`src/rtl/rf_port_sched_if.sv`:
```
// rtl/rf_port_sched_if.sv - requester-side operand read and writeback bundle of the RF port scheduler
interface rf_port_sched_if #(
    parameter int LANES = 8,
    parameter int DATA  = 32,
    parameter int ADDR  = 3
);
    logic                    rd_req_valid;
    logic [ADDR-1:0]         rd_req_addr;
    logic                    rd_req_ready;
    logic                    rd_rsp_valid;
    logic [ADDR-1:0]         rd_rsp_addr;
    logic [LANES*DATA-1:0]   rd_rsp_data;
    logic                    wb_valid;
    logic [ADDR-1:0]         wb_addr;
    logic [LANES-1:0]        wb_mask;
    logic [LANES*DATA-1:0]   wb_data;
    logic                    wb_ready;

    // Requester side: issues reads and writebacks, consumes responses.
    modport master (
        output rd_req_valid, rd_req_addr, wb_valid, wb_addr, wb_mask, wb_data,
        input  rd_req_ready, rd_rsp_valid, rd_rsp_addr, rd_rsp_data, wb_ready
    );

    // Scheduler side.
    modport slave (
        input  rd_req_valid, rd_req_addr, wb_valid, wb_addr, wb_mask, wb_data,
        output rd_req_ready, rd_rsp_valid, rd_rsp_addr, rd_rsp_data, wb_ready
    );
endinterface

```
`src/rtl/rf_port_sched.sv`:
```
// rtl/rf_port_sched.sv - single-port RF scheduler: read/writeback arbitration, RAW stall, starvation bound
module rf_port_sched #(
    parameter int LANES      = 8,
    parameter int DATA       = 32,
    parameter int ADDR       = 3,
    parameter int WB_DEPTH   = 4,
    parameter int STARVE_LIM = 4
) (
    input  logic                    clk,
    input  logic                    rst,
    rf_port_sched_if.slave          bus,
    output logic [LANES-1:0]        RF_WR_MASK,
    output logic [ADDR-1:0]         RF_Addr,
    output logic                    RF_WR,
    output logic [LANES*DATA-1:0]   WriteData,
    input  logic [LANES*DATA-1:0]   DataOut
);
    localparam int PTR_W = (WB_DEPTH > 1) ? $clog2(WB_DEPTH) : 1;
    localparam int CNT_W = PTR_W + 1;
    localparam int STV_W = $clog2(STARVE_LIM + 1);

    typedef enum logic [1:0] {
        SLOT_IDLE  = 2'd0,
        SLOT_READ  = 2'd1,
        SLOT_WRITE = 2'd2
    } slot_t;

    logic [ADDR-1:0]        r_fifo_addr [WB_DEPTH];
    logic [LANES-1:0]       r_fifo_mask [WB_DEPTH];
    logic [LANES*DATA-1:0]  r_fifo_data [WB_DEPTH];
    logic [PTR_W-1:0]       r_wr_ptr;
    logic [PTR_W-1:0]       r_rd_ptr;
    logic [CNT_W-1:0]       r_count;
    logic [STV_W-1:0]       r_starve;
    logic                   r_rd_v1;
    logic [ADDR-1:0]        r_rd_a1;
    logic                   r_rd_v2;
    logic [ADDR-1:0]        r_rd_a2;

    logic                   w_full;
    logic                   w_empty;
    logic                   w_hazard;
    logic [WB_DEPTH-1:0]    w_live_hit;
    logic                   w_push;
    logic                   w_pop;
    slot_t                  w_slot;

    assign w_full  = (r_count == CNT_W'(WB_DEPTH));
    assign w_empty = (r_count == '0);

    // An entry can stall a read only while it sits in the FIFO (registered state, so a
    // same-cycle push is invisible) and only if it actually writes some lane.
    for (genvar g = 0; g < WB_DEPTH; g++) begin : g_hazard
        logic [PTR_W-1:0] w_ofs;
        assign w_ofs = PTR_W'(g) - r_rd_ptr;
        assign w_live_hit[g] = ({1'b0, w_ofs} < r_count)
                             && (r_fifo_mask[g] != '0)
                             && (r_fifo_addr[g] == bus.rd_req_addr);
    end
    assign w_hazard = bus.rd_req_valid && (|w_live_hit);

    // Slot arbiter: full, starvation and hazard force a write ahead of any read.
    always_comb begin
        w_slot = SLOT_IDLE;
        if (w_full) begin
            w_slot = SLOT_WRITE;
        end else if (!w_empty && (r_starve == STV_W'(STARVE_LIM))) begin
            w_slot = SLOT_WRITE;
        end else if (w_hazard) begin
            w_slot = SLOT_WRITE;
        end else if (bus.rd_req_valid) begin
            w_slot = SLOT_READ;
        end else if (!w_empty) begin
            w_slot = SLOT_WRITE;
        end
    end

    assign w_push = bus.wb_valid && !w_full;
    assign w_pop  = (w_slot == SLOT_WRITE);

    assign bus.wb_ready     = !w_full;
    assign bus.rd_req_ready = (w_slot == SLOT_READ);
    assign bus.rd_rsp_valid = r_rd_v2;
    assign bus.rd_rsp_addr  = r_rd_a2;
    assign bus.rd_rsp_data  = DataOut;

    // FIFO payload storage; liveness is tracked by the pointers so no reset is needed.
    always_ff @(posedge clk) begin
        if (w_push) begin
            r_fifo_addr[r_wr_ptr] <= bus.wb_addr;
            r_fifo_mask[r_wr_ptr] <= bus.wb_mask;
            r_fifo_data[r_wr_ptr] <= bus.wb_data;
        end
    end

    // FIFO bookkeeping, starvation counter, issue register and read-return pipeline.
    always_ff @(posedge clk or negedge rst) begin
        if (!rst) begin
            r_wr_ptr   <= '0;
            r_rd_ptr   <= '0;
            r_count    <= '0;
            r_starve   <= '0;
            RF_WR      <= 1'b0;
            RF_WR_MASK <= '0;
            RF_Addr    <= '0;
            WriteData  <= '0;
            r_rd_v1    <= 1'b0;
            r_rd_a1    <= '0;
            r_rd_v2    <= 1'b0;
            r_rd_a2    <= '0;
        end else begin
            if (w_push) begin
                r_wr_ptr <= r_wr_ptr + PTR_W'(1);
            end
            if (w_pop) begin
                r_rd_ptr <= r_rd_ptr + PTR_W'(1);
            end
            case ({w_push, w_pop})
                2'b10:   r_count <= r_count + CNT_W'(1);
                2'b01:   r_count <= r_count - CNT_W'(1);
                default: r_count <= r_count;
            endcase

            if (w_pop || w_empty) begin
                r_starve <= '0;
            end else if (r_starve != STV_W'(STARVE_LIM)) begin
                r_starve <= r_starve + STV_W'(1);
            end

            // The BRAM writes on mask alone, so the mask is cleared on every non-write slot.
            case (w_slot)
                SLOT_WRITE: begin
                    RF_WR      <= 1'b1;
                    RF_WR_MASK <= r_fifo_mask[r_rd_ptr];
                    RF_Addr    <= r_fifo_addr[r_rd_ptr];
                    WriteData  <= r_fifo_data[r_rd_ptr];
                end
                SLOT_READ: begin
                    RF_WR      <= 1'b0;
                    RF_WR_MASK <= '0;
                    RF_Addr    <= bus.rd_req_addr;
                    WriteData  <= '0;
                end
                default: begin
                    RF_WR      <= 1'b0;
                    RF_WR_MASK <= '0;
                    RF_Addr    <= '0;
                    WriteData  <= '0;
                end
            endcase

            r_rd_v1 <= (w_slot == SLOT_READ);
            r_rd_a1 <= bus.rd_req_addr;
            r_rd_v2 <= r_rd_v1;
            r_rd_a2 <= r_rd_a1;
        end
    end
endmodule

```
`src/flat_wrapper.sv`:
```
// flat-port wrapper written by rule: the top's interface ports become plain ports
module rf_port_sched_flat 
#(
    parameter int LANES      = 8,
    parameter int DATA       = 32,
    parameter int ADDR       = 3,
    parameter int WB_DEPTH   = 4,
    parameter int STARVE_LIM = 4
)
  (clk, rst, RF_WR_MASK, RF_Addr, RF_WR, WriteData, DataOut, bus_rd_req_valid, bus_rd_req_addr, bus_wb_valid, bus_wb_addr, bus_wb_mask, bus_wb_data, bus_rd_req_ready, bus_rd_rsp_valid, bus_rd_rsp_addr, bus_rd_rsp_data, bus_wb_ready);
  rf_port_sched_if #(.LANES(LANES), .DATA(DATA), .ADDR(ADDR)) bus_i ();
  input  logic clk;
  input  logic rst;
  output logic [LANES-1:0] RF_WR_MASK;
  output logic [ADDR-1:0] RF_Addr;
  output logic RF_WR;
  output logic [LANES*DATA-1:0] WriteData;
  input  logic [LANES*DATA-1:0] DataOut;
  input wire logic [$bits(bus_i.rd_req_valid)-1:0] bus_rd_req_valid;
  input wire logic [$bits(bus_i.rd_req_addr)-1:0] bus_rd_req_addr;
  input wire logic [$bits(bus_i.wb_valid)-1:0] bus_wb_valid;
  input wire logic [$bits(bus_i.wb_addr)-1:0] bus_wb_addr;
  input wire logic [$bits(bus_i.wb_mask)-1:0] bus_wb_mask;
  input wire logic [$bits(bus_i.wb_data)-1:0] bus_wb_data;
  output wire logic [$bits(bus_i.rd_req_ready)-1:0] bus_rd_req_ready;
  output wire logic [$bits(bus_i.rd_rsp_valid)-1:0] bus_rd_rsp_valid;
  output wire logic [$bits(bus_i.rd_rsp_addr)-1:0] bus_rd_rsp_addr;
  output wire logic [$bits(bus_i.rd_rsp_data)-1:0] bus_rd_rsp_data;
  output wire logic [$bits(bus_i.wb_ready)-1:0] bus_wb_ready;
  assign bus_i.rd_req_valid = bus_rd_req_valid;
  assign bus_i.rd_req_addr = bus_rd_req_addr;
  assign bus_i.wb_valid = bus_wb_valid;
  assign bus_i.wb_addr = bus_wb_addr;
  assign bus_i.wb_mask = bus_wb_mask;
  assign bus_i.wb_data = bus_wb_data;
  assign bus_rd_req_ready = bus_i.rd_req_ready;
  assign bus_rd_rsp_valid = bus_i.rd_rsp_valid;
  assign bus_rd_rsp_addr = bus_i.rd_rsp_addr;
  assign bus_rd_rsp_data = bus_i.rd_rsp_data;
  assign bus_wb_ready = bus_i.wb_ready;
  rf_port_sched #(.LANES(LANES), .DATA(DATA), .ADDR(ADDR), .WB_DEPTH(WB_DEPTH), .STARVE_LIM(STARVE_LIM)) u_core (.clk(clk), .rst(rst), .bus(bus_i), .RF_WR_MASK(RF_WR_MASK), .RF_Addr(RF_Addr), .RF_WR(RF_WR), .WriteData(WriteData), .DataOut(DataOut));
endmodule
```
`config.mk`:
```
export PLATFORM = sky130hd
export DESIGN_NAME = rf_port_sched_flat
export DESIGN_NICKNAME = d
export VERILOG_FILES = /design/src/rtl/rf_port_sched_if.sv /design/src/rtl/rf_port_sched.sv /design/src/flat_wrapper.sv
export SDC_FILE = /design/constraint.sdc
export NUM_CORES = 1
export LEC_CHECK = 0
export CELL_PAD_IN_SITES_DETAIL_PLACEMENT = 1
export CELL_PAD_IN_SITES_GLOBAL_PLACEMENT = 1
export CORE_AREA = 2 2 413 415
export DETAILED_ROUTE_END_ITERATION = 6
export DIE_AREA = 0 0 415 417
export PLACE_DENSITY = 0.68
export SLEW_MARGIN = 30
export SYNTH_ARGS = -nofsm -noshare
export SYNTH_HDL_FRONTEND = slang
export SYNTH_SLANG_ARGS = --single-unit
```
`constraint.sdc`:
```
create_clock -name clk -period 10.4 [get_ports clk]
set_input_delay 3.12 -clock clk [delete_from_list [all_inputs] [get_ports clk]]
set_output_delay 3.12 -clock clk [all_outputs]
set_load 0.02 [all_outputs]
```
# [After elaboration in Yosys (flattened, before gate mapping)]
# Memories as Yosys holds them, arrays and structs flattened.
# Index checks and enable logic that the tools add are counted.
[word_totals] regBits=286 out_inout_bits=530 in_bits=530 elab_cells=75 mem_count=3 mem_bits_rw=1068
[mem_list] memory="u_core.r_fifo_data" words=4 word_bits=256 read_ports=1 rd_clocked_by_memory_dff=0 write_ports=1 line="rf_port_sched.sv:30" source="logic [LANES*DATA-1:0] r_fifo_data [WB_DEPTH];"
[mem_list] memory="u_core.r_fifo_mask" words=4 word_bits=8 read_ports=5 rd_clocked_by_memory_dff=0 write_ports=1 line="rf_port_sched.sv:29" source="logic [LANES-1:0] r_fifo_mask [WB_DEPTH];"
[mem_list] memory="u_core.r_fifo_addr" words=4 word_bits=3 read_ports=5 rd_clocked_by_memory_dff=0 write_ports=1 line="rf_port_sched.sv:28" source="logic [ADDR-1:0] r_fifo_addr [WB_DEPTH];"
[op_classes] mux=14 n_eq_ne=11 add_sub_neg=9 reduce_logical=22 n_lt_le_gt_ge=4
[op_table] cell="256-bit 2-to-1 mux" count=1
[op_table] cell="8-bit nonzero test" count=4
[op_table] cell="3-bit equality test" count=4
[op_table] cell="2-bit by 3-bit < comparator with 1-bit output" count=4
[op_table] cell="3-bit one-hot mux with 2 select lines" count=2
[op_table] cell="1-bit logical AND" count=11
[op_table] cell="2-bit 2-to-1 mux" count=5
[op_table] cell="8-bit 2-to-1 mux" count=1
[op_table] cell="3-bit by 1-bit adder with 3-bit output (second input constant)" count=2
[op_table] cell="3-bit equality test (second input constant)" count=2
[op_table] cell="3-bit 2-to-1 mux" count=2
[op_table] cell="2-bit by 1-bit adder with 2-bit output (second input constant)" count=2
[op_table] cell="2-bit by 1-bit equality test with 1-bit output (second input constant)" count=2
[op_table] cell="2-bit equality test (second input constant)" count=2
[op_table] cell="2-bit nonzero test" count=2
[op_table] cell="4-bit OR reduction" count=1
[op_table] cell="1-bit by 2-bit subtractor with 2-bit output (first input constant)" count=2
[op_table] cell="2-bit subtractor (first input constant)" count=2
[op_table] cell="3-bit logical NOT" count=1
[op_table] cell="1-bit 2-to-1 mux" count=3
[op_table] cell="3-bit != test (second input constant)" count=1
[op_table] cell="3-bit by 1-bit subtractor with 3-bit output (second input constant)" count=1
[op_table] cell="1-bit logical NOT" count=2
[op_table] cell="1-bit logical OR" count=1

# [Longest topological paths before layout]
# Gate-level depths: netlist of run 1.
[depth] depth_word=12 depth_mapped=15 depth_no_buf=12

# [Least setup slack after synthesis of run 1]
# OpenSTA, ideal clock, no wires.
[synth_timing] path_kind="in2reg" from="in bus_wb_valid" to="mem u_core.r_fifo_addr[2][0], enable pin" t_required_ns=9.736 setup_time_ns=0.664 setup_slack_ns=0.487 t_arrival_ns=9.249 n_path_buf=0 stages=1 cell_sequence="and3_1"
[synth_via] elab_chain_len=3
[synth_lines] item="start: declaration" line="flat_wrapper.sv:21" source="input wire logic [$bits(bus_i.wb_valid)-1:0] bus_wb_valid;"
[synth_lines] item="1-bit logical AND" line="rf_port_sched.sv:78" source="assign w_push = bus.wb_valid && !w_full;"
[synth_lines] item="1-bit 2-to-1 mux" line="rf_port_sched.sv:89" source="if (w_push) begin"
[synth_lines] item="1-bit 2-to-1 mux (not written as such)" line="rf_port_sched.sv:90" source="r_fifo_addr[r_wr_ptr] <= bus.wb_addr;"
[synth_lines] item="end: declaration" line="rf_port_sched.sv:28"
# No other way between the ends.

# [Worst setup path in the final report of run 1]
[layout_timing] from="in bus_rd_req_addr[2]" to="out bus_rd_req_ready"
[layout_via] elab_chain_len=8 elab_cells_between_ends=14 cone_classes="eq/ne (5); mux (3); reduce/logical (6)"
[layout_lines] item="start: declaration" line="flat_wrapper.sv:20" source="input wire logic [$bits(bus_i.rd_req_addr)-1:0] bus_rd_req_addr;"
[layout_lines] item="3-bit equality test" line="rf_port_sched.sv:58" source="&& (r_fifo_addr[g] == bus.rd_req_addr);"
[layout_lines] item="1-bit logical AND" line="rf_port_sched.sv:58"
[layout_lines] item="4-bit OR reduction *" line="rf_port_sched.sv:60" source="assign w_hazard = bus.rd_req_valid && (|w_live_hit);"
[layout_lines] item="1-bit logical AND *" line="rf_port_sched.sv:60"
[layout_lines] item="2-bit 2-to-1 mux *" line="rf_port_sched.sv:69" source="end else if (w_hazard) begin"
[layout_lines] item="2-bit 2-to-1 mux *" line="rf_port_sched.sv:67" source="end else if (!w_empty && (r_starve == STV_W'(STARVE_LIM))) begin"
[layout_lines] item="2-bit 2-to-1 mux *" line="rf_port_sched.sv:65" source="if (w_full) begin"
[layout_lines] item="2-bit by 1-bit equality test with 1-bit output *" line="rf_port_sched.sv:82" source="assign bus.rd_req_ready = (w_slot == SLOT_READ);"
[layout_lines] item="end: declaration" line="flat_wrapper.sv:25" source="output wire logic [$bits(bus_i.rd_req_ready)-1:0] bus_rd_req_ready;"
# Every way passes the cells marked *; elsewhere a longest branch is shown, timed or not.

==> run summary, run 1 <==
The flow ran to the end, and the final reports show no timing, DRC or antenna violations. The actual transition at the worst max-transition pin was 0.927 ns. The min-delay analysis places its worst path in the category flip-flop to flip-flop. The synthesized design spends more area on one cell type than any other, namely edfxtp_1.

After routing, the total negative slack on setup checks comes to 0 ns. In the routed design, unresolved DRC markers number 0. Including well taps, the total number of placed cells is 4,773. Counting instances, the worst hold path has a depth of 0. Counting the buffers created by CTS gives 146. Together, buffers and inverters on the worst path number 2.

After synthesis, the most frequently instantiated cells are edfxtp_1, dfrtp_1, mux4_2. The critical path in this run is classified as input port to primary output. Top flip-flop cell by instance count after synthesis: edfxtp_1. For this design the total switching power over the nets is 5.46 mW.

Static timing analysis puts the maximum clock frequency at 115 MHz. For the worst flop-to-flop path, the logic depth is 9. For the number of antenna violations at the first check in global routing, the log shows 30. IR analysis of the VDD net gives a maximum drop of 0.243 mV.

The final layout contains 3,249 nets. The detailed placer's ending HPWL is 113,000 um. The buffer type at the clock tree root is clkbuf_16. Buffers added to address setup during post-CTS repair amount to 0. Among all stages on the critical path, the largest delay is contributed by clkdlybuf4s50_1. The share of synthesized area in the top cell type comes to 64.1%.

Before antenna repair, the detailed router went through 5 iterations. For the cell area after layout, the log shows 0.0613 sq mm. The placed instances occupy a cell area of 0.0563 sq mm.

Max-cap violations in this run came to 0. The highest net fanout along the worst path was 6; the post-cts repair resize count was 0. For this block, the routed nets add up to 160,000 um of wire. The number of clock sinks seen by CTS is 1,354, and the total number of yosys warnings is 0. The pin count of the biggest net entering global routing was 166; the share of cells above drive strength 1 was 18.3%. Summed over all cells, the static leakage comes to 20.8 nW. STA classifies the critical path endpoint as a primary output. The worst setup path is launched from an input port. The worst path needs 8.70 ns of the cycle, external delays included.

Global routing consumed, over all layers together, 18.1% of the routing resources. Number of library cell types mapped by synthesis: 34. For this design, the CTS-stage hold fixing added 0 buffers. The final max-slew violation count was 0. The critical path goes through clkdlybuf4s50_1, xor2_1, a2111oi_0, a21oi_1, a41o_1, ha_1, clkdlybuf4s50_1. In this run the most critical hold path is launched from u_core.r_rd_a1[0]$_DFF_PN0_. The count of routing violations after the opening detailed-route iteration came out at 1,421. The tools report the clock group share of total power as 29.1%.

Counting stages on the worst path, the most repeated cell is clkdlybuf4s50_1. Summed over all layers, the global routing overflow is 0. The most common cell in the synthesized netlist is edfxtp_1. The later pin in the worst-skew pair is clocked with a latency of 0.80 ns. Non-filler instance count after layout: 5,059. Async set or reset register ratio after synthesis: 21.1%.

Setup repair after global routing left no endpoint under its margin. Setup violations remaining at the end of the flow were counted as 0. Once the floorplan was initialized, standard cells occupied 29.7% of the core. The largest single stage delay on the critical path is 0.58 ns. Of the available clock period, the critical path in the final layout requires 83.7%. The count of buffers added on input and output ports is 547. The tools report the endpoint of the worst register-to-register path as u_core.r_count[1]$_DFFE_PN0P_.

The worst hold endpoint was u_core.bus.rd_rsp_addr[0]$_DFF_PN0_. The global-route wire length before repair came out at 215,000 um. Cell internal power was estimated by the tool at 12.7 mW. TritonCTS built the clock tree. Measured along the x axis, the die boundary spans 415 um.

Global placement routability congestion: 0.864. The relative slew slack was 38.2%; the core outline area was 0.169 sq mm. Synthesis produced a netlist with a net count of 2,877. The maximum count of clock buffers along a single path is 3. The gate family responsible for the most delay along the worst path is buffers and inverters. The run gives 0 as the number of routed nets with antenna violations. 1,060 I/O pins were placed. The area growth from synthesis to layout is 22.5%.

The fraction of the yosys area taken by sequential cells is 78.4%. The logs give 0.0500 sq mm for the combined area of all synthesized cells and 2,332 for the cell count after synthesis. The number of synthesized register bits is 1,354. The power density of the placed cells was 296 mW/mm^2; the clock slew at the register clock pins of the worst setup and hold paths was 0.06 ns. In the routed layout, each cell is associated on average with a via count of 4.55. Combinational cells account for 28.6% of the total power.

The timing startpoint of the critical path was bus_rd_req_addr[2]. For the area of the die, the log shows 0.173 sq mm. Ranked by total cell area, the synthesized netlist is headed by edfxtp_1, dfrtp_1, mux4_2. The startpoint identified for the worst register-to-register timing path is u_core.r_rd_ptr[0]$_DFFE_PN0N_.

The die outline height came out at 417 um. The tools report the number of endpoints with negative hold slack in the final report as 0. Counting flops with a built-in enable in the synthesized netlist gives 1,068.

In the final routed layout, each cell accounts on average for 31.6 um. Data on the critical path arrives at its endpoint at 5.58 ns. For the worst setup path, the data required time is 7.28 ns.

The setup slack on the worst flop-to-flop path is 6.01 ns. CTS built an H-tree with a depth of 4. In this run, flip-flops and latches consume 42.3% of the power.

For this block, the via count after detailed routing is 23,031. The floorplan has 151 rows. The tools report the number of global-route vias before repair as 24,908. After synthesis, the mean cell area works out to 21.5 sq um. Worst clock skew: 0.0472 ns.

Net switching is 30.1% of the power.
==> metrics by stage <==
stage	hold WS, ns	util, %	worst slack (ns)	power, mW
detailed placement	0.336	33.4	1.75	13.1
floorplan	0.331	-	0.487	11.2
global route	0.355	36.4	1.55	18.9
finish	0.352	36.4	1.70	18.1
CTS	0.354	36.3	1.73	18.4
global placement	0.333	33.4	1.65	13.0
==> flip-flops by register name, indices dropped and copies added (netlist names) <==
| name | flops |
|---|---|
| u_core.r_fifo_data | 1024 |
| u_core.WriteData | 256 |
| u_core.r_fifo_mask | 32 |
| u_core.r_fifo_addr | 12 |
| u_core.RF_WR_MASK | 8 |
| u_core.RF_Addr | 3 |
| u_core.bus.rd_rsp_addr | 3 |
| u_core.r_count | 3 |
| u_core.r_rd_a1 | 3 |
| u_core.r_starve | 3 |
| u_core.r_rd_ptr | 2 |
| u_core.r_wr_ptr | 2 |
| u_core.RF_WR | 1 |
| u_core.bus.rd_rsp_valid | 1 |
| u_core.r_rd_v1 | 1 |
==> metal layers <==
metal  track usage (%)  share of wire (%)
met5                 0              0.048
met4              9.16                5.1
met3              9.62                 12
met2              33.8                 55
met1              15.3                 28
==> cell usage in the layout (no fill, tap or decap), types with 2 or more instances in the layout <==
cell,count
clkdlybuf4s50_1,546
buf_4,11
clkinv_1,8
clkbuf_1,51
dfrtp_4,2
clkbuf_8,18
inv_6,5
a21oi_1,5
clkinv_8,3
and2_1,264
nand4_1,4
a22oi_1,5
diode_2,14
nor2_1,5
mux2_2,2
mux4_2,267
and3_4,4
clkinv_4,2
bufinv_16,11
inv_8,2
edfxtp_1,1068
clkinv_2,12
clkinv_16,7
nand2_1,3
nor3_1,4
ha_1,13
clkinvlp_4,3
clkbuf_16,146
nor4_1,9
buf_6,3
inv_16,3
a32oi_1,2
inv_1,9
xnor2_1,12
xor2_1,8
buf_12,12
dfrtp_1,284
==> cell families after synthesis <==
group	share of synthesized area [%]
xor gates and xnor gates	0.350
and+or+nand+nor	3.68
muxes	12.1
DFF	78.4
AOI/OAI and AO/OA	0.240
adders and majority gates	0.390
buffers and inverters	4.85
==> how the worst max path moves through the flow <==
stage | cells past startpoint | end
after floorplan | 1 | u_core.r_fifo_addr[2][0]$_DFFE_PP_
after global placement | 7 | bus_rd_req_ready
after detailed placement | 7 | bus_rd_req_ready
after CTS | 7 | bus_rd_req_ready
after global routing | 7 | bus_rd_req_ready
final | 7 | bus_rd_req_ready
==> cell type report <==
class                   instances  area, sq um
fillers                     16481       107000
flip-flops and latches       1354        39200
multi-input cells             619         8410
repair buffers                574         5860
clock buffers                 215         4090
well taps                    2218         2780
clock inverters                56          846
diodes                         14         35.0
inverters                       9         33.8
==> power by group through the flow <==
stage / clock, mW / sequential [mW] / combinational [mW]
floorplan: 0 / 8.34 / 2.85
global placement: 0 / 7.71 / 5.26
detailed placement: 0 / 7.78 / 5.32
CTS: 5.39 / 7.68 / 5.34
global route: 5.58 / 7.77 / 5.55
finish: 5.27 / 7.67 / 5.19
No activity file was read; power rests on OpenSTA's default activity.
==> run 2, diff against run 1 <==
- clock period: 10.4 -> 8.4 ns (I/O delays scaled with it)
==> run summary, run 2 (synthesized netlist as in run 1, its figures left out) <==
The run finished with clean final reports. The detailed-routing wirelength on met1 is 45,300 um (was 44,800 um). TritonCTS built the clock tree. The number of remaining DRC errors was 0 (unchanged); the sum of met2 wire segment lengths after detailed routing was 89,200 um (was 88,400 um). The delay contributed by the slowest stage of the critical path was 0.59 ns (was 0.58 ns); the number of maximum-capacitance violations was 0 (unchanged). The leading cell type in the layout, fill and taps excluded is edfxtp_1 (unchanged). Uppermost layer routed: met5 (unchanged). Based on the critical path, the design can be clocked at up to 133 MHz. The setup slack on the worst flop-to-flop path was 3.93 ns (was 6.01 ns); the total congestion overflow after global routing was 0 (unchanged). The number of antenna violations at the first check in global routing was 39 (was 30). The number of buffers added for setup after CTS is 0 (unchanged), and the final-layout worst hold slack is 0.350 ns (was 0.352 ns). The die outline height is 417 um (unchanged), and the actual transition at the worst max-transition pin is 1.05 ns (was 0.927 ns). The tools report the number of global-route vias before repair as 24,943 (was 24,908). The portion of the clock cycle consumed by the worst path in the final layout is 89.4%. The tools report the pin count of the biggest net entering global routing as 140 (was 166). For the required time reported for the critical path endpoint, the log shows 5.88 ns (was 7.28 ns). The worst min-delay path class was flip-flop to flip-flop (unchanged). Count of port buffers added during placement: 547 (unchanged). The number of clock sinks seen by CTS was 1,354 (unchanged); the clock slew at the register clock pins of the worst setup and hold paths was 0.06 ns (about the same). The run gives 0.0437 ns (was 0.0472 ns) as the worst clock skew. The number of flip-flops in the largest register was 1,024 (unchanged). The tools report the final-stage net count as 3,249 (unchanged). The relative slew slack is 29.8% (was 38.2%). The global placement routability congestion was 0.880 (was 0.864).

Most frequent cells in the layout: edfxtp_1, clkdlybuf4s50_1, dfrtp_1, mux4_2, and2_1 (unchanged). The run gives 217,000 um (was 215,000 um) as the global-route wire length before repair. The boundary pin count came out at 1,060 (unchanged). The post-cts repair resize count is 0 (unchanged). Power density of the placed cells: 366 mW/mm^2 (was 296 mW/mm^2). The critical path launch point type is an input port (unchanged). The data arrival time of the critical path was 4.99 ns (was 5.58 ns); the total vias in the final route was 23,051 (was 23,031).

The routed length per placed instance was 31.9 um (was 31.6 um); the clock period minus final worst setup slack was 7.51 ns. The width of the die was 415 um (unchanged); the final-layout setup total negative slack was 0 ns (unchanged). The count of hold-fix buffers inserted at cts is 0 (unchanged), and the detailed placer's ending HPWL is 113,000 um (about the same).

The count of routing violations after the opening detailed-route iteration came out at 1,304 (was 1,421). The average vias per placed instance was 4.55 (about the same). For the iteration count of the initial detailed-routing pass, the log shows 5 (unchanged). Buffer type at the clock tree root: clkbuf_16 (unchanged). The cell repeated most along the worst path was clkdlybuf4s50_1 (unchanged).

The final setup violation count was 0 (unchanged); the starting density of the core was 29.7% (unchanged). The maximum vdd drop came out at 0.378 mV (was 0.243 mV). Clock latency on the worst-skew pair: 0.80 ns (about the same). The maximum count of clock buffers along a single path was 3 (unchanged); the overall fraction of global-route tracks in use was 18.4% (was 18.1%). The clock buffer count from CTS is 146 (unchanged). The tools report the sort of element at the end of the critical path as a primary output (unchanged). The share of cells above drive strength 1 is 18.3% (about the same).

The tools report the level count of the clock H-tree as 4 (unchanged). The area of the die is 0.173 sq mm (unchanged), and the final max-slew violation count is 0 (unchanged). The highest net fanout along the worst path is 6 (unchanged), and the total wire length after detailed routing is 162,000 um (was 160,000 um). The tools report the core outline area as 0.169 sq mm (unchanged). The gate family responsible for the most delay along the worst path was buffers and inverters (unchanged). Classification of the worst setup path: input port to primary output (unchanged).

Ordered cell list for the critical path: clkdlybuf4s50_1, xor2_1, a2111oi_0, a21oi_1, a41o_1, ha_1, clkdlybuf4s50_1 (unchanged). The number of endpoints with negative hold slack in the final report is 0 (unchanged). The post-synthesis to final-layout area growth came out at 22.6% (was 22.5%). Biggest regs: u_core.r_fifo_data (1024), u_core.WriteData (256), u_core.r_fifo_mask (32) (unchanged). Register with the most flip-flops: u_core.r_fifo_data (unchanged). Setup repair after global routing left no endpoint under its margin.

The routed length on met3 was 18,600 um (about the same). The sum of buffers and inverters on the critical path works out to 2 (unchanged). Cell at the slowest stage of the critical path: clkdlybuf4s50_1 (unchanged).

The run gives 0 (unchanged) as the number of routed nets with antenna violations. The run gives 20.9 nW (was 20.8 nW) as the static power due to leakage. The cell row count was 151 (unchanged).
run 2: changes by cell type in the layout (fill, tap and decap cells not counted), sizes merged:
cell,previous run,this run
bufinv,11,9
clkbuf,215,208
clkinv,32,45
clkinvlp,3,2
diode,14,19
run 2: where the power goes:
group / internal, mW / total [mW] / switching (mW)
combinational: 2.97 / 6.50 / 3.53
clock: 3.74 / 6.48 / 2.73
sequential: 8.97 / 9.49 / 0.529
run 2: final cells by class:
type / count / area (sq um)
Multi-Input combinational cell: 619 / 8410
Sequential cell: 1354 / 39200
Inverter: 9 / 33.8
Tap cell: 2218 / 2780
Clock buffer: 208 / 4130
Fill cell: 16533 / 107000
Clock inverter: 66 / 733
Antenna cell: 19 / 47.5
Timing Repair Buffer: 574 / 5960
run 2: worst register-to-register path, cell delays in order, from the launching register on:
cell and delay (ns):
dfrtp_4 0.90, xor2_1 0.28, inv_1 0.07, ha_1 0.21
a2111oi_0 0.43, a21oi_1 0.19, a41oi_1 0.36, ha_4 0.82
ha_1 0.37, fa_1 0.44, mux2_2 0.27
run 2: layer usage:
layer  vias to the layer above  track usage [%]
met1                     12131             15.5
met5                         -                0
met4                        16             10.5
met3                       332             9.63
met2                      1023             34.0
li1                       9549                -
run 2: through the flow:
stage / util [%] / instances / power [mW] / cell area, sq um / setup slack [ns]
floorplan: - / 2332 / 13.7 / 50000 / 2.03
global placement: 33.4 / 4769 / 16.1 / 56300 / 0.777
detailed placement: 33.4 / 4770 / 16.3 / 56300 / 0.918
CTS: 36.3 / 5044 / 22.8 / 61200 / 0.905
global route: 36.4 / 5066 / 23.4 / 61300 / 0.650
finish: 36.4 / 5067 / 22.5 / 61300 / 0.894
run 2: path summary, 6_finish.rpt:
path | cells past startpoint | start | to
worst max-delay path | 7 | bus_rd_req_addr[0] | bus_rd_req_ready
worst min-delay path | 0 | u_core.r_rd_a1[2]$_DFF_PN0_ | u_core.bus.rd_rsp_addr[2]$_DFF_PN0_
worst max register to register | 10 | u_core.r_rd_ptr[0]$_DFFE_PN0N_ | u_core.r_count[1]$_DFFE_PN0P_
worst min register to register | 0 | u_core.r_rd_a1[2]$_DFF_PN0_ | u_core.bus.rd_rsp_addr[2]$_DFF_PN0_
max in group asynchronous | 2 | rst | u_core.WriteData[111]$_DFF_PN0_
min in group asynchronous | 1 | rst | u_core.WriteData[237]$_DFF_PN0_
==> run 3, diff against run 2 <==
- CORE_AREA: 2 2 413 415 -> 3 3 414 416
- DIE_AREA: 0 0 415 417 -> 0 0 417 419
==> run summary, run 3 (synthesized netlist as in run 1, its figures left out) <==
The register with the most flip-flops is u_core.r_fifo_data (unchanged). The worst hold path stage count works out to 0 (unchanged). Ordered cell list for the critical path: clkdlybuf4s50_1, xor2_1, a2111oi_0, a21oi_1, a41o_1, ha_1, clkdlybuf4s50_1 (unchanged). The post-synthesis to final-layout area growth is 22.5% (was 22.6%). For the final setup violation count, the log shows 0 (unchanged).

TritonCTS built the clock tree. The average vias per placed instance works out to 4.55 (about the same). The total congestion overflow after global routing is 0 (unchanged). Sort of element at the end of the critical path: a primary output (unchanged). The iteration count of the initial detailed-routing pass came out at 5 (unchanged).

The number of antenna violations at the first check in global routing came out at 37 (was 39). The total wire length after detailed routing is 163,000 um (was 162,000 um), and the pin count of the biggest net entering global routing is 138 (was 140). The number of routed nets with antenna violations came out at 0 (unchanged). The count of hold-fix buffers inserted at cts was 0 (unchanged); the clock slew at the register clock pins of the worst setup and hold paths was 0.06 ns (about the same).

Classification of the worst setup path: input port to primary output (unchanged). The endpoint of the worst register-to-register path is u_core.r_count[1]$_DFFE_PN0P_ (unchanged). The leading cell type in the layout, fill and taps excluded was edfxtp_1 (unchanged). The run gives 22.4 mW (was 22.5 mW) as the post-route total power.

The total vias in the final route is 23,031 (was 23,051). The busiest layer in global routing was met2 (unchanged). The tools report the starting density of the core as 29.9% (was 29.7%). The power density of the placed cells is 366 mW/mm^2 (about the same), and the data arrival time of the critical path is 4.97 ns (was 4.99 ns).

The maximum vdd drop came out at 0.285 mV (was 0.378 mV). Worst min-delay path class: flip-flop to flip-flop (unchanged). The critical path depth in cells works out to 7 (unchanged). The tools report the pre-CTS worst setup slack as 0.920 ns (was 0.918 ns). Relative slew slack: 37.1% (was 29.8%).

The worst hold path startpoint was u_core.r_rd_a1[2]$_DFF_PN0_ (unchanged). The number of cell instances on the worst register-to-register path was 10 (unchanged); the die outline height was 419 um (was 417 um). The tools report the beginning of the worst register-to-register path as u_core.r_rd_ptr[0]$_DFFE_PN0N_ (unchanged). The count of routing violations after the opening detailed-route iteration came out at 1,423 (was 1,304). Cell at the slowest stage of the critical path: clkdlybuf4s50_1 (unchanged). The total of fill cells in the finished design came out at 16,301 (was 16,533). The logs give 148 (was 146) for the clock buffer count from CTS and 0 (unchanged) for the number of maximum-capacitance violations. The maximum frequency from static timing analysis is 134 MHz (was 133 MHz), and the clock period minus final worst setup slack is 7.49 ns (was 7.51 ns). The final-layout setup total negative slack came out at 0 ns (unchanged).

The worst hold endpoint is u_core.bus.rd_rsp_addr[2]$_DFF_PN0_ (unchanged). Number of endpoints with negative hold slack in the final report: 0 (unchanged). The met1 demand-to-capacity share in global routing was 15.2% (was 15.5%). The number of flip-flops in the largest register was 1,024 (unchanged); the routed length per placed instance was 32.2 um (was 31.9 um). The number of global-route vias before repair is 25,182 (was 24,943). The maximum count of clock buffers along a single path came out at 3 (unchanged). The logs give 33.7% (was 34.0%) for the met2 global-route usage and 0.0440 ns (was 0.0437 ns) for the worst clock skew. Final-stage net count: 3,256 (was 3,249). Setup slack on the worst flop-to-flop path: 4.19 ns (was 3.93 ns).

The non-filler instance count after layout was 5,064 (was 5,067). The buffer type at the clock tree root was clkbuf_16 (unchanged). The run gives 0 (unchanged) as the number of buffers added for setup after CTS.

The tools report the post-cts repair resize count as 0 (unchanged). The highest net fanout along the worst path works out to 6 (unchanged). The width of the die works out to 417 um (was 415 um). The global placement routability congestion came out at 0.837 (was 0.880). The area of the die is 0.175 sq mm (was 0.173 sq mm), and the detailed placer's ending HPWL is 115,000 um (was 113,000 um).

The required time reported for the critical path endpoint is 5.88 ns (about the same), and the portion of the clock cycle consumed by the worst path in the final layout is 89.1% (was 89.4%). The gate family responsible for the most delay along the worst path is buffers and inverters (unchanged). Actual transition at the worst max-transition pin: 0.944 ns (was 1.05 ns). For the least setup slack across all paths after layout, the log shows 0.913 ns (was 0.894 ns). The count of port buffers added during placement works out to 547 (unchanged). The run finished with clean final reports. Biggest regs: u_core.r_fifo_data (1024), u_core.WriteData (256), u_core.r_fifo_mask (32) (unchanged). Global-route track usage on met3: 9.16% (was 9.63%).

The overall fraction of global-route tracks in use is 18.3% (was 18.4%), and the core outline area is 0.168 sq mm (was 0.169 sq mm). The share of cells above drive strength 1 was 18.7% (was 18.3%). The global-route wire length before repair is 219,000 um (was 217,000 um), and the final max-slew violation count is 0 (unchanged).

Setup repair after global routing left no endpoint under its margin. The run gives 0 (unchanged) as the number of remaining DRC errors. The cell repeated most along the worst path is clkdlybuf4s50_1 (unchanged).

The clock latency on the worst-skew pair came out at 0.81 ns (was 0.80 ns). Cell row count: 150 (was 151). The number of clock sinks seen by CTS came out at 1,354 (unchanged).

Critical path launch point type: an input port (unchanged). The instance count after placement with tap cells included is 4,762 (was 4,770), and the level count of the clock H-tree is 4 (unchanged). The delay contributed by the slowest stage of the critical path is 0.58 ns (was 0.59 ns), and the boundary pin count is 1,060 (unchanged). Most frequent cells in the layout: edfxtp_1, clkdlybuf4s50_1, dfrtp_1, mux4_2, and2_1 (unchanged).

The sum of buffers and inverters on the critical path came out at 2 (unchanged). The tools report the static power due to leakage as 20.9 nW (about the same).
[run 3: cell types whose count changed in the layout (fill, tap and decap cells not counted), moves of 3 or more]
cell,before,now
clkbuf_1,41,45
clkinv_2,17,22
clkinv_1,19,11
clkinvlp_4,2,5
buf_4,7,15
bufinv_16,9,4
clkbuf_16,149,153
[run 3: routing by layer]
layer | part of all wire [%] | vias up
met1 | 28 | 12071
met5 | 0.10 | -
met4 | 6.5 | 14
met2 | 55 | 1009
li1 | - | 9587
met3 | 11 | 350
[run 3: layout make-up]
| class | instances | area, sq um | share of cell area, % |
|---|---|---|---|
| clock inverters | 60 | 587 | 0.958 |
| diodes | 21 | 52.6 | 0.0857 |
| well taps | 2204 | 2760 | 4.50 |
| multi-input cells | 619 | 8410 | 13.7 |
| flip-flops and latches | 1354 | 39200 | 64.0 |
| inverters | 9 | 33.8 | 0.0551 |
| clock buffers | 218 | 4270 | 6.97 |
| repair buffers | 579 | 5940 | 9.69 |
[run 3: per-stage QoR]
stage	cell area (sq um)	utilization, %	hold slack, ns
2_1_floorplan	50000	-	0.331
3_3_place_gp	56300	33.6	0.334
3_5_place_dp	56300	33.6	0.337
4_1_cts	61100	36.5	0.351
5_1_grt	61300	36.6	0.352
6_report	61300	36.6	0.351
[run 3: how the worst max path moves through the flow]
stage                       start               end
2_1_floorplan  bus_rd_req_addr[2]  bus_rd_req_ready
4_1_cts        bus_rd_req_addr[2]  bus_rd_req_ready
3_3_place_gp   bus_rd_req_addr[2]  bus_rd_req_ready
6_report       bus_rd_req_addr[2]  bus_rd_req_ready
5_1_grt        bus_rd_req_addr[2]  bus_rd_req_ready
3_5_place_dp   bus_rd_req_addr[2]  bus_rd_req_ready
[run 3: power by group]
part	switching (mW)	leakage (nW)	internal (mW)	total (mW)
combinational	3.53	5.03	2.94	6.47
sequential	0.551	13.5	8.97	9.52
clock	2.73	2.37	3.70	6.43
total	6.81	20.9	15.6	22.4
